File: config.mk
export PLATFORM = sky130hd
export DESIGN_NAME = lfsr_seg_sampler
export DESIGN_NICKNAME = d
export VERILOG_FILES = /design/src/rtl/lfsr_seg_sampler.sv
export SDC_FILE = /design/constraint.sdc
export NUM_CORES = 1
export LEC_CHECK = 0
export CAP_MARGIN = 30
export CORE_MARGIN = 1.5
export CORE_UTILIZATION = 55
export CTS_CLUSTER_DIAMETER = 200
export DETAILED_ROUTE_END_ITERATION = 7
export PLACE_DENSITY = 0.83
export SYNTH_ARGS = -nofsm -noshare
export SYNTH_HDL_FRONTEND = slang
export SYNTH_SLANG_ARGS = --single-unit
File: constraint.sdc
create_clock -name clk -period 2.5 [get_ports clk]
set_clock_uncertainty 0.1 [all_clocks]
set_input_delay 0.25 -clock clk [delete_from_list [all_inputs] [get_ports clk]]
set_output_delay 0.25 -clock clk [all_outputs]
set_load 0.02 [all_outputs]
File: src/rtl/lfsr_seg_sampler.sv
// Samples a 4-bit LFSR word at a selectable rate, keeps a short history, and drives a
// registered hex 7-segment decode with repeat/stuck flags and a hold (freeze) mode.
module lfsr_seg_sampler #(
    parameter int HIST_DEPTH = 4,
    parameter int RATE_SHIFT = 4
) (
    input  logic       clk,
    input  logic       rst_n,
    input  logic       ena,
    input  logic [3:0] lfsr_in,
    input  logic [1:0] rate_sel,
    input  logic       hold,
    input  logic [1:0] show_sel,
    output logic [6:0] seg_out,
    output logic       dp_out,
    output logic       sample_valid,
    output logic       repeat_flag,
    output logic       stuck_flag,
    output logic [1:0] dbg_state
);

    localparam int CW = RATE_SHIFT * 3;
    localparam int FW = $clog2(HIST_DEPTH + 1);

    // Debug encoding is part of the interface: IDLE=0, RUN=1, HOLD=2.
    typedef enum logic [1:0] {
        S_IDLE = 2'd0,
        S_RUN  = 2'd1,
        S_HOLD = 2'd2
    } state_t;

    state_t          r_state;
    state_t          w_state_nxt;
    logic [CW-1:0]   r_cnt;
    logic [CW-1:0]   w_period_m1;
    logic            w_tick;
    logic [3:0]      r_hist [HIST_DEPTH];
    logic [FW-1:0]   r_fill;
    logic [3:0]      w_sel_nib;
    logic            w_sel_blank;
    logic [6:0]      r_seg;
    logic            r_dp;
    logic            r_valid;
    logic            r_repeat;
    logic            r_stuck;

    function automatic logic [6:0] hex_to_seg(input logic [3:0] nib);
        logic [6:0] seg;
        case (nib)
            4'h0: seg = 7'h3F;
            4'h1: seg = 7'h06;
            4'h2: seg = 7'h5B;
            4'h3: seg = 7'h4F;
            4'h4: seg = 7'h66;
            4'h5: seg = 7'h6D;
            4'h6: seg = 7'h7D;
            4'h7: seg = 7'h07;
            4'h8: seg = 7'h7F;
            4'h9: seg = 7'h6F;
            4'hA: seg = 7'h77;
            4'hB: seg = 7'h7C;
            4'hC: seg = 7'h39;
            4'hD: seg = 7'h5E;
            4'hE: seg = 7'h79;
            default: seg = 7'h71;
        endcase
        return seg;
    endfunction

    // ena/hold act through the state register: the cycle they change still behaves per
    // the current state, so a tick in the last RUN cycle is still captured.
    always_comb begin
        w_state_nxt = r_state;
        if (!ena) begin
            w_state_nxt = S_IDLE;
        end else begin
            case (r_state)
                S_IDLE:  w_state_nxt = S_RUN;
                S_RUN:   w_state_nxt = hold ? S_HOLD : S_RUN;
                S_HOLD:  w_state_nxt = hold ? S_HOLD : S_RUN;
                default: w_state_nxt = S_IDLE;
            endcase
        end
    end

    always_comb begin
        w_period_m1 = {CW{1'b1}} >> (CW - RATE_SHIFT * int'(rate_sel));
        w_tick      = (r_state == S_RUN) && (r_cnt >= w_period_m1);
    end

    always_comb begin
        w_sel_nib = 4'h0;
        for (int i = 0; i < HIST_DEPTH; i++) begin
            if (int'(show_sel) == i) w_sel_nib = r_hist[i];
        end
        w_sel_blank = (int'(show_sel) >= int'(r_fill)) || (int'(show_sel) >= HIST_DEPTH);
    end

    always_ff @(posedge clk or negedge rst_n) begin
        if (!rst_n) begin
            r_state <= S_IDLE;
            r_cnt   <= '0;
        end else begin
            r_state <= w_state_nxt;
            if (!ena || r_state == S_IDLE) begin
                r_cnt <= '0;
            end else if (r_state == S_RUN) begin
                r_cnt <= w_tick ? '0 : r_cnt + 1'b1;
            end
        end
    end

    always_ff @(posedge clk or negedge rst_n) begin
        if (!rst_n) begin
            for (int i = 0; i < HIST_DEPTH; i++) r_hist[i] <= 4'h0;
            r_fill   <= '0;
            r_valid  <= 1'b0;
            r_repeat <= 1'b0;
            r_stuck  <= 1'b0;
        end else begin
            r_valid <= w_tick;
            if (w_tick) begin
                r_hist[0] <= lfsr_in;
                for (int i = 1; i < HIST_DEPTH; i++) r_hist[i] <= r_hist[i-1];
                if (int'(r_fill) < HIST_DEPTH) r_fill <= r_fill + 1'b1;
                r_repeat <= (lfsr_in == r_hist[0]) && (r_fill != '0);
                if (lfsr_in == 4'h0) r_stuck <= 1'b1;
            end
        end
    end

    always_ff @(posedge clk or negedge rst_n) begin
        if (!rst_n) begin
            r_seg <= 7'h00;
            r_dp  <= 1'b0;
        end else begin
            r_seg <= w_sel_blank ? 7'h00 : hex_to_seg(w_sel_nib);
            r_dp  <= (r_state == S_HOLD);
        end
    end

    assign seg_out      = r_seg;
    assign dp_out       = r_dp;
    assign sample_valid = r_valid;
    assign repeat_flag  = r_repeat;
    assign stuck_flag   = r_stuck;
    assign dbg_state    = r_state;

endmodule

==> run metrics <==
status completed; GRT Total Usage a little over a fifth; CTS tree done; final period utilization between 90% and 100%; post-synthesis compound-gate area fraction approximately a tenth; clk buf depth 2; Cell variety after synth 44; initial core utilization between 50% and 60%; CP Class input port to register; clock latency on the worst-skew pair 290 ps; clock root buffer master clkbuf_8; xor/xnor cell area share of the yosys netlist 2.64%; Routed Antenna Nets 0; final cell count without fillers 341; dpl ws -269 ps; critical path startpoint category input port; Die ar. 0.00525 mm2; largest family of logic cells by synthesized area simple AND/OR/NAND/NOR gates; setup ws final 85.5 ps; vias in the first global route 2003; ys async rst share between 90% and 100%; mean post-synth cell area 10.8 um2; Yosys top cell area share 41.5%; Yosys reg bits 44; crit path max-delay cell type clkdlybuf4s50_1; post-synthesis sequential area ratio about two fifths; DR DRC count 0; CTS Sinks 44; Setup crit start rate_sel[1]; drt pass-1 iters 4; Core Footprint 0.00469 mm2; pin count of the biggest net entering global routing 45; min-delay worst type register to register; Ant. Diodes 0; Reg clk slew, reported paths 70 ps; Worst Path Required 2570 ps; area leader, netlist dfrtp_1; die width between 70 and 80 um; cells after synthesis 245; final design utilization between 60 and 70%; Syn. warnings 0; multiplexer area fraction after synthesis 14.5%; Die Ht 72.5 um; Synth Area in Adders 11.8%; Least-Margin Pin Slew ~550 ps; FF-to-FF Start r_cnt[0]; crit-path cells clkdlybuf4s50_1 > or2_4 > ha_1 > nand2b_1 > a221o_1 > a211oi_2 > nor2_2 > buf_12 > mux2_4; Area Growth Syn to Fin 19.5%; final setup fails 0; hold_sp stuck_flag; H-tree levels 2; Overall Power 1.37 mW; Syn Nets 282; Final Cell Area between 0.003 and 0.004 mm2; Max Freq between 400 and 500 MHz; fin. max-slew vios 0; synth top area cells dfrtp_1, ha_1, mux2_4, nand2_1, mux4_2; met3 global-route usage 3.33%; unrepaired setup endpoints after global routing false; Avg WL per Cell ~15 um; GRT busiest layer met2; Leak approximately 1.5 nW; initial antenna violation count 0; met1 Resource Use GR 28.1%; Row Count 25; Placed Area around 0.003 mm2; EDFF count, synth 0; grt met2 use 39.2%; Setup Buffers After CTS 0; HPWL Detailed 3770 um; max_cap viols 0; crit path time final 2410 ps; # nets final roughly 320; Fin Setup TNS 0 ps; vias per std cell 5.67; ys flop type dfrtp_1; vias 1932; GRT Residual Overflow 0; P per Cell Area 431 mW/mm2; worst-path fanout max 20; hold slack 356 ps; IO buf count 24; Final Hold Viols 0; final WL between 5000 and 6000 um; layout cell share with drive strength beyond 1 19.2%; Setup crit end kind register; gpl congestion 0.887; synthesized area ~0.0027 mm2; slew margin rel. between 60% and 70%; maximum VDD drop 0.271 mV; total CTS buffers 5; Simple-Gate Fraction of Synth Area 15.3%; Worst EP arrival 2490 ps; # IOs 25; Critical Path Max Stage Delay 440 ps; Starting DRT DRC Count between 100 and 150; placed cell count 331; first-pass GRT wire length 9050 um
-- path summary, 6_finish.rpt --
path / endpoint / slack, ps / depth (start not counted)
worst max-delay path: r_hist[14] / 90 / 9
worst min-delay path: stuck_flag / 360 / 1
worst max register to register: r_hist[14] / 230 / 8
worst min register to register: stuck_flag / 360 / 1
max in group asynchronous: r_cnt[0] / 1400 / 3
min in group asynchronous: seg_out[3] / 400 / 2
-- timing repair --
item	4_1_cts	5_1_grt
endpoints found under the setup margin	0	19
gates resized for setup	0	4
endpoints found under the hold margin	0	22
hold buffers	0	1
-- flip-flops by register name, summed over array words and instances (netlist names) --
register      flops
r_fill            3
sample_valid      1
seg_out           7
dp_out            1
dbg_state         2
r_hist           16
stuck_flag        1
r_cnt            12
repeat_flag       1
-- critical path, delay by kind of cell --
kind                     cells  cell delay, ps
AND/OR/NAND/NOR              3             480
multiplexers                 1             310
adder cells (fa/ha/maj)      1             260
AO/OA/AOI/OAI                2             560
buffers and inverters        2             610
-- metal layers --
layer	up-vias	part of all wire [%]	wire, um
li1	953	-	-
met1	932	44	2290
met2	43	51	2660
met3	4	3.4	178
met4	0	0.70	36
met5	-	0	0
-- cell usage in the layout (no fill, tap or decap), drive strengths merged, types with 2 or more instances in the layout --
| cell type | netlist | final |
|---|---|---|
| a21o | 2 | 2 |
| a21oi | 9 | 9 |
| a221oi | 3 | 3 |
| and2 | 3 | 3 |
| and3 | 4 | 4 |
| buf | 5 | 17 |
| clkbuf | 2 | 8 |
| clkdlybuf4s50 | 0 | 23 |
| dfrtp | 44 | 44 |
| ha | 25 | 25 |
| inv | 17 | 17 |
| mux2 | 19 | 19 |
| mux2i | 4 | 4 |
| mux4 | 3 | 3 |
| nand2 | 25 | 25 |
| nand2b | 4 | 4 |
| nand3 | 12 | 12 |
| nand4 | 4 | 4 |
| nor2 | 13 | 13 |
| nor3 | 2 | 2 |
| nor3b | 2 | 2 |
| nor4 | 2 | 2 |
| o21ai | 13 | 13 |
| o311ai | 6 | 6 |
| or2 | 4 | 4 |
| xnor2 | 3 | 3 |
| xor2 | 5 | 5 |
-- cell usage after synthesis (2+ instances only) --
cell      number
ha_1          25
nor3_1         2
o311ai_1       3
xnor2_1        3
o311ai_2       2
and2_1         3
xor2_1         5
nor4_1         2
nor2_1        13
mux4_2         3
dfrtp_1       44
a21o_1         2
or2_2          2
buf_2          3
buf_6          2
clkbuf_1       2
inv_1         17
a221oi_1       3
a21oi_1        8
and3_1         4
nand4_1        4
nand3_1       11
nor3b_1        2
o21ai_0       13
nand2b_1       4
mux2_4        17
mux2_2         2
mux2i_1        4
nand2_1       25
-- cells by family (layout without fill, tap and decap cells) --
logic type | count (synthesis) | in the layout
xor+xnor | 8 | 8
simple gates | 80 | 80
compound gates | 38 | 38
fa+ha+maj | 25 | 25
buf+inv | 24 | 66
mux | 26 | 26
flops | 44 | 44
-- where the power goes --
group	switching (mW)	internal (mW)	leakage, nW
registers	0.00911	0.725	0.600
logic	0.0980	0.0835	0.833
clock network	0.226	0.226	0.0455
total	0.333	1.03	1.48
-- cell type report --
| type | instances | area (um2) |
|---|---|---|
| tap | 54 | 67.6 |
| fill | 358 | 1520 |
| clock buffer | 8 | 90.1 |
| sequential | 44 | 1100 |
| timing repair buffer | 41 | 398 |
| inverter | 17 | 63.8 |
| multi-input combinational | 177 | 1450 |
(Power assumes the default switching activity.)
==> patch 1 (config.mk and constraints unchanged) <==
`HIST_DEPTH`: 4 -> 8.
--- a/src/rtl/lfsr_seg_sampler.sv
+++ b/src/rtl/lfsr_seg_sampler.sv
@@ -1,7 +1,7 @@
 // Samples a 4-bit LFSR word at a selectable rate, keeps a short history, and drives a
 // registered hex 7-segment decode with repeat/stuck flags and a hold (freeze) mode.
 module lfsr_seg_sampler #(
-    parameter int HIST_DEPTH = 4,
+    parameter int HIST_DEPTH = 8,
     parameter int RATE_SHIFT = 4
 ) (
     input  logic       clk,
Formal check against the unedited RTL: same outputs for any inputs over 10 cycles, from zero or initial values and one cycle with rst_n low; that may be too few to reach the edited logic, so the function may still have changed.
==> patch 1 against the unedited design <==
Register-to-register slack got worse by 0.14 ns. Sequential share of layout area rose by 1.5 points. Critical endpoint is now r_cnt[6]$_DFFE_PN0P_. Routed wire length fell by 4.4%. Highest routed layer unchanged. Sequential cell count is 1 higher. Total power rose by 2.2%. Synthesized area fell by 3.2%. Cell area shrank 2.1%. Worst setup slack improved by 0.0054 ns.
==> patch 1: results (changes against the unedited design) <==
Outcome
The flow ran to the end, and the final reports show no timing, DRC or antenna violations.

Critical path
In this run the worst setup path begins at r_cnt[0]$_DFFE_PN0P_. The reg2reg setup slack came to 0.09 ns (-0.14 ns). The kind of cell with the highest combined delay along the critical path is compound AO/OA/AOI/OAI gates.

The largest driver fanout on the critical path was 6 (-70%). The arrival time reported for the critical path endpoint is 2.52 ns (+0.03 ns). In this run the worst setup path terminates at r_cnt[6]$_DFFE_PN0P_. By startpoint and endpoint, the worst setup path is classified as reg2reg.

Logic synthesis
In the synthesized netlist, the cells that appear most often are dfrtp_1, ha_1, nor2_1. The sequential area share after synthesis is 0.438 (+0.0235). The number of unique standard cell types used by synthesis is 47 (+6.8%). The area fraction in compound gates after synthesis is 0.130 (+0.0282). The XOR/XNOR share of the synthesized area is 0.0239 (-0.00253). The mux cell area share after synthesis was 0.117 (-0.0278). The net count after synthesis came to 274 (-2.8%). In the post-synthesis netlist, the biggest area contributors are dfrtp_1, ha_1, mux2_1.

The area share of fa/ha/maj cells after synthesis is 0.122 (+0.00390).

Pwr
The worst vdd rail ir drop is 0.280 mV (+3.5%). The combinational power is 196 uW (+8%). The part of the power in the clock network came to 0.325 (-0.005).

Drt
The first-iteration detailed-routing DRC count is 84 (-29%). The average via count per standard cell is 5.64 (-0.48%). The met2 wire length is 2520 um (-5.3%). The average routed wire per standard cell is 14.9 um (-1.8%). The wire length on met3 is 145 um (-19%).

GRT
The met2 global-route usage came to 0.363 (-0.0288). The maximum number of pins on one net before global-route repair is 25 (-44%). The first-pass GRT wire length came to 8360 um (-7.7%). The overall track demand over capacity in global routing is 0.206 (-0.0134).

The met3 demand-to-capacity share in global routing was 0.0422 (+0.00886).

Placed design
The pre-CTS worst setup slack is -0.386 ns (-0.118 ns). The standard cell area after detailed placement is 2950 um^2 (-2.8%). The routability congestion estimate from global placement is 0.823 (-7.3%). The HPWL after detailed placement is 3500 um (-7.2%).

Min path
The min-delay analysis places its worst path in the category in2async.

Layout
The final cell area excluding filler cells is 3110 um^2 (-2.1%). The number of filler instances in the final layout is 338 (-5.6%). The number of standard cells in the final layout excluding fillers is 332 (-2.6%).

Timing
The minimum hold slack is 0.352 ns (-0.00384 ns). The relative slew slack is 0.659 (+0.0272).
patch 1: cell types whose count changed after synthesis, moves of 3 or more:
cell / change
a21oi_1: +7
a31oi_1: +8
mux2_1: +15
mux2_4: -17
nand2_1: -14
nand2b_1: +5
nand3_1: -6
nand4_1: -4
nor2_1: +3
nor3_1: +3
o21ai_0: -8
o21ai_1: +4
o311ai_1: -3
patch 1: final cells by class:
class | instances | share of cell area
clock buffers | 6 | 0.0266
clock inverters | 1 | 0.00242
inverters | 16 | 0.0193
multi-input cells | 169 | 0.438
flip-flops and latches | 45 | 0.362
well taps | 52 | 0.0209
repair buffers | 43 | 0.130
patch 1: repair_timing:
action | CTS | global route
gates resized for setup | 4 | 7
hold endpoints to repair | 21 | 0
hold buffers | 1 | 0
pin swaps | 3 | 8
setup buffers | 0 | 1
cloned | 0 | 1
setup endpoints to repair | 9 | 29
==> patch 2 (config.mk and constraints unchanged) <==
Without the edit above. Register the output `stuck_flag` once more; this adds one clock of latency there. The other outputs are not delayed to match.
--- a/src/rtl/lfsr_seg_sampler.sv
+++ b/src/rtl/lfsr_seg_sampler.sv
@@ -143,7 +143,9 @@
     assign dp_out       = r_dp;
     assign sample_valid = r_valid;
     assign repeat_flag  = r_repeat;
-    assign stuck_flag   = r_stuck;
+    always_ff @(posedge clk) begin
+        stuck_flag <= r_stuck;
+    end
     assign dbg_state    = r_state;
 
 endmodule
Formal check against the unedited RTL: not equivalent (Yosys sat finds a counterexample within 4 cycles, from zero or initial values and one cycle with rst_n low).
==> patch 2 against the unedited design <==
Die area up 0.72%. Critical endpoint is now r_hist[13]$_DFFE_PN0P_. Routed wire length up 3.6%. Worst setup slack about the same. Combinational power up 3%. Hold slack worse by 0.18 ns. Synthesized area up 0.75%. Total power up 3.1%. Highest routed layer unchanged. Count of clock-buffer cells in the layout down 3. Cell area up 1.3%. Cell count up 0.88%. Sequential cell count up 1.
==> patch 2: results (changes against the unedited design) <==
Clocking
The total setup buffers inserted after CTS is 0 (unchanged). The latest clock arrival within the worst-skew pair is 0.30 ns. The maximum root-to-sink buffer count is 2 (unchanged). The TritonCTS buffer count is 5 (unchanged). The clock transition at the register clock pins on the worst setup and hold paths after CTS is 0.09 ns (+0.02 ns).

The cell chosen for the clock root is clkbuf_8. The count of H-tree levels built during CTS is 2 (unchanged).

Placed design
The pre-CTS worst setup slack is -0.273 ns (-0.00438 ns). The HPWL after detailed placement is 3830 um (+1.4%). The standard cell area after detailed placement was 3080 um^2 (+1.2%).

The routability congestion estimate from global placement came to 0.887 (about the same). The count of buffers from port buffering is 24 (unchanged).

Drt
The average routed wire per standard cell was 15.5 um (+2.7%). The average via count per standard cell was 5.74 (+1.4%). The first-iteration detailed-routing DRC count is 111 (-5.9%). The number of search-and-repair iterations in the first detailed-routing pass came to 4 (unchanged).

The total vias in the final route is 1976 (+2.3%).

Pwr
The worst vdd rail ir drop was 0.210 mV (-22%). The leakage power of the design came to 1.49 nW (+1.1%).

Min path
The tightest min-delay check is of the in2async type.

Logic synthesis
The proportion of register bits with asynchronous set or reset after synthesis is 0.978 (-0.0222). The mux cell area share after synthesis is 0.144 (-0.00109). By area the synthesized netlist is led by dfrtp_1, ha_1, mux2_4.

The number of unique standard cell types used by synthesis is 45 (+2.3%). Ranked by instance count, the synthesized netlist is headed by dfrtp_1, ha_1, nand2_1. The area share of fa/ha/maj cells after synthesis is 0.117 (-0.000882). The count of synthesis-stage warnings from yosys was 0 (unchanged). The area fraction in compound gates after synthesis is 0.101 (-0.000765). The XOR/XNOR share of the synthesized area is 0.0262 (-0.000197). The sequential area share after synthesis is 0.419 (+0.00438). The net count after synthesis is 283 (+0.35%). The mean instance size in the synthesized netlist is 10.9 um^2 (+0.34%).

Critical path
The depth of the worst register-to-register path is 8 (unchanged). The slowest cell on the critical path is clkdlybuf4s50_1. The critical path's largest stage delay is 0.42 ns (-0.02 ns).

The largest driver fanout on the critical path came to 20 (unchanged). The arrival time reported for the critical path endpoint is 2.51 ns (+0.02 ns).

Layout
The number of filler instances in the final layout is 345 (-3.6%). The register with the most flip-flops is r_hist. The number of flip-flops under the largest register name came to 16 (unchanged). The number of nets in the layout is 326 (+0.93%). The final antenna diode count was 0 (unchanged). The fraction of layout instances using a drive strength above 1 came to 0.210 (+0.0187).

GRT
The maximum number of pins on one net before global-route repair is 45 (unchanged). The first-pass GRT wire length was 9210 um (+1.8%). The overall track demand over capacity in global routing is 0.224 (+0.00448). The initial antenna violation count is 0 (unchanged).

Timing
The measured slew at the worst slew-check pin is 0.521 ns (-0.0310 ns).

Outcome
The run finished with clean final reports.
==> patch 2: report_power, final <==
group          leakage [nW]  switching, mW  internal [mW]
Clock                0.0452          0.270          0.204
Combinational         0.842          0.102         0.0852
Sequential            0.608        0.00819          0.740
==> patch 2: path summary, 6_finish.rpt <==
path	end	startpoint	slack, ns
max	r_hist[13]$_DFFE_PN0P_	rate_sel[1]	0.09
min in group clk	stuck_flag$_DFF_P_	r_stuck$_DFFE_PN0P_	0.28
max in group asynchronous	r_cnt[10]$_DFFE_PN0P_	rst_n	1.71
max reg2reg	r_hist[13]$_DFFE_PN0P_	r_cnt[0]$_DFFE_PN0P_	0.29
min	r_hist[13]$_DFFE_PN0P_	rst_n	0.17
min reg2reg	stuck_flag$_DFF_P_	r_stuck$_DFFE_PN0P_	0.28
==> patch 2: logic make-up after synthesis <==
group / Yosys count
xor gates and xnor gates: 8
DFF: 45
adders and majority gates: 25
muxes: 26
and+or+nand+nor: 80
AOI/OAI and AO/OA: 38
buffers and inverters: 24
==> patch 2: routing by layer <==
metal | global-route usage | up-vias | part of all wire
li1 | - | 949 | -
met1 | 0.282 | 977 | 0.46
met2 | 0.391 | 40 | 0.50
met3 | 0.0290 | 10 | 0.025
met4 | 0.0839 | 0 | 0.020
met5 | 0 | - | 0
==> patch 2: what timing repair did <==
| action | CTS | global route |
|---|---|---|
| setup endpoints to repair | 0 | 6 |
| endpoints found under the hold margin | 0 | 44 |
| hold buffers | 0 | 1 |
| gates resized for setup | 0 | 7 |
==> patch 2: layout make-up <==
cell class	count	area (um^2)	share of cell area
clock inverter	3	25.0	0.00779
multi-input combinational	177	1460	0.455
inverter	17	63.8	0.0199
clock buffer	5	68.8	0.0214
tap	54	67.6	0.0210
sequential	45	1120	0.349
timing repair buffer	43	405	0.126
==> patch 2: critical path, delay by kind of cell <==
| kind | cells | cell delay, ns |
|---|---|---|
| and+or+nand+nor | 3 | 0.47 |
| adders and majority gates | 1 | 0.26 |
| AOI/OAI and AO/OA | 2 | 0.62 |
| muxes | 1 | 0.31 |
| buffers and inverters | 2 | 0.59 |
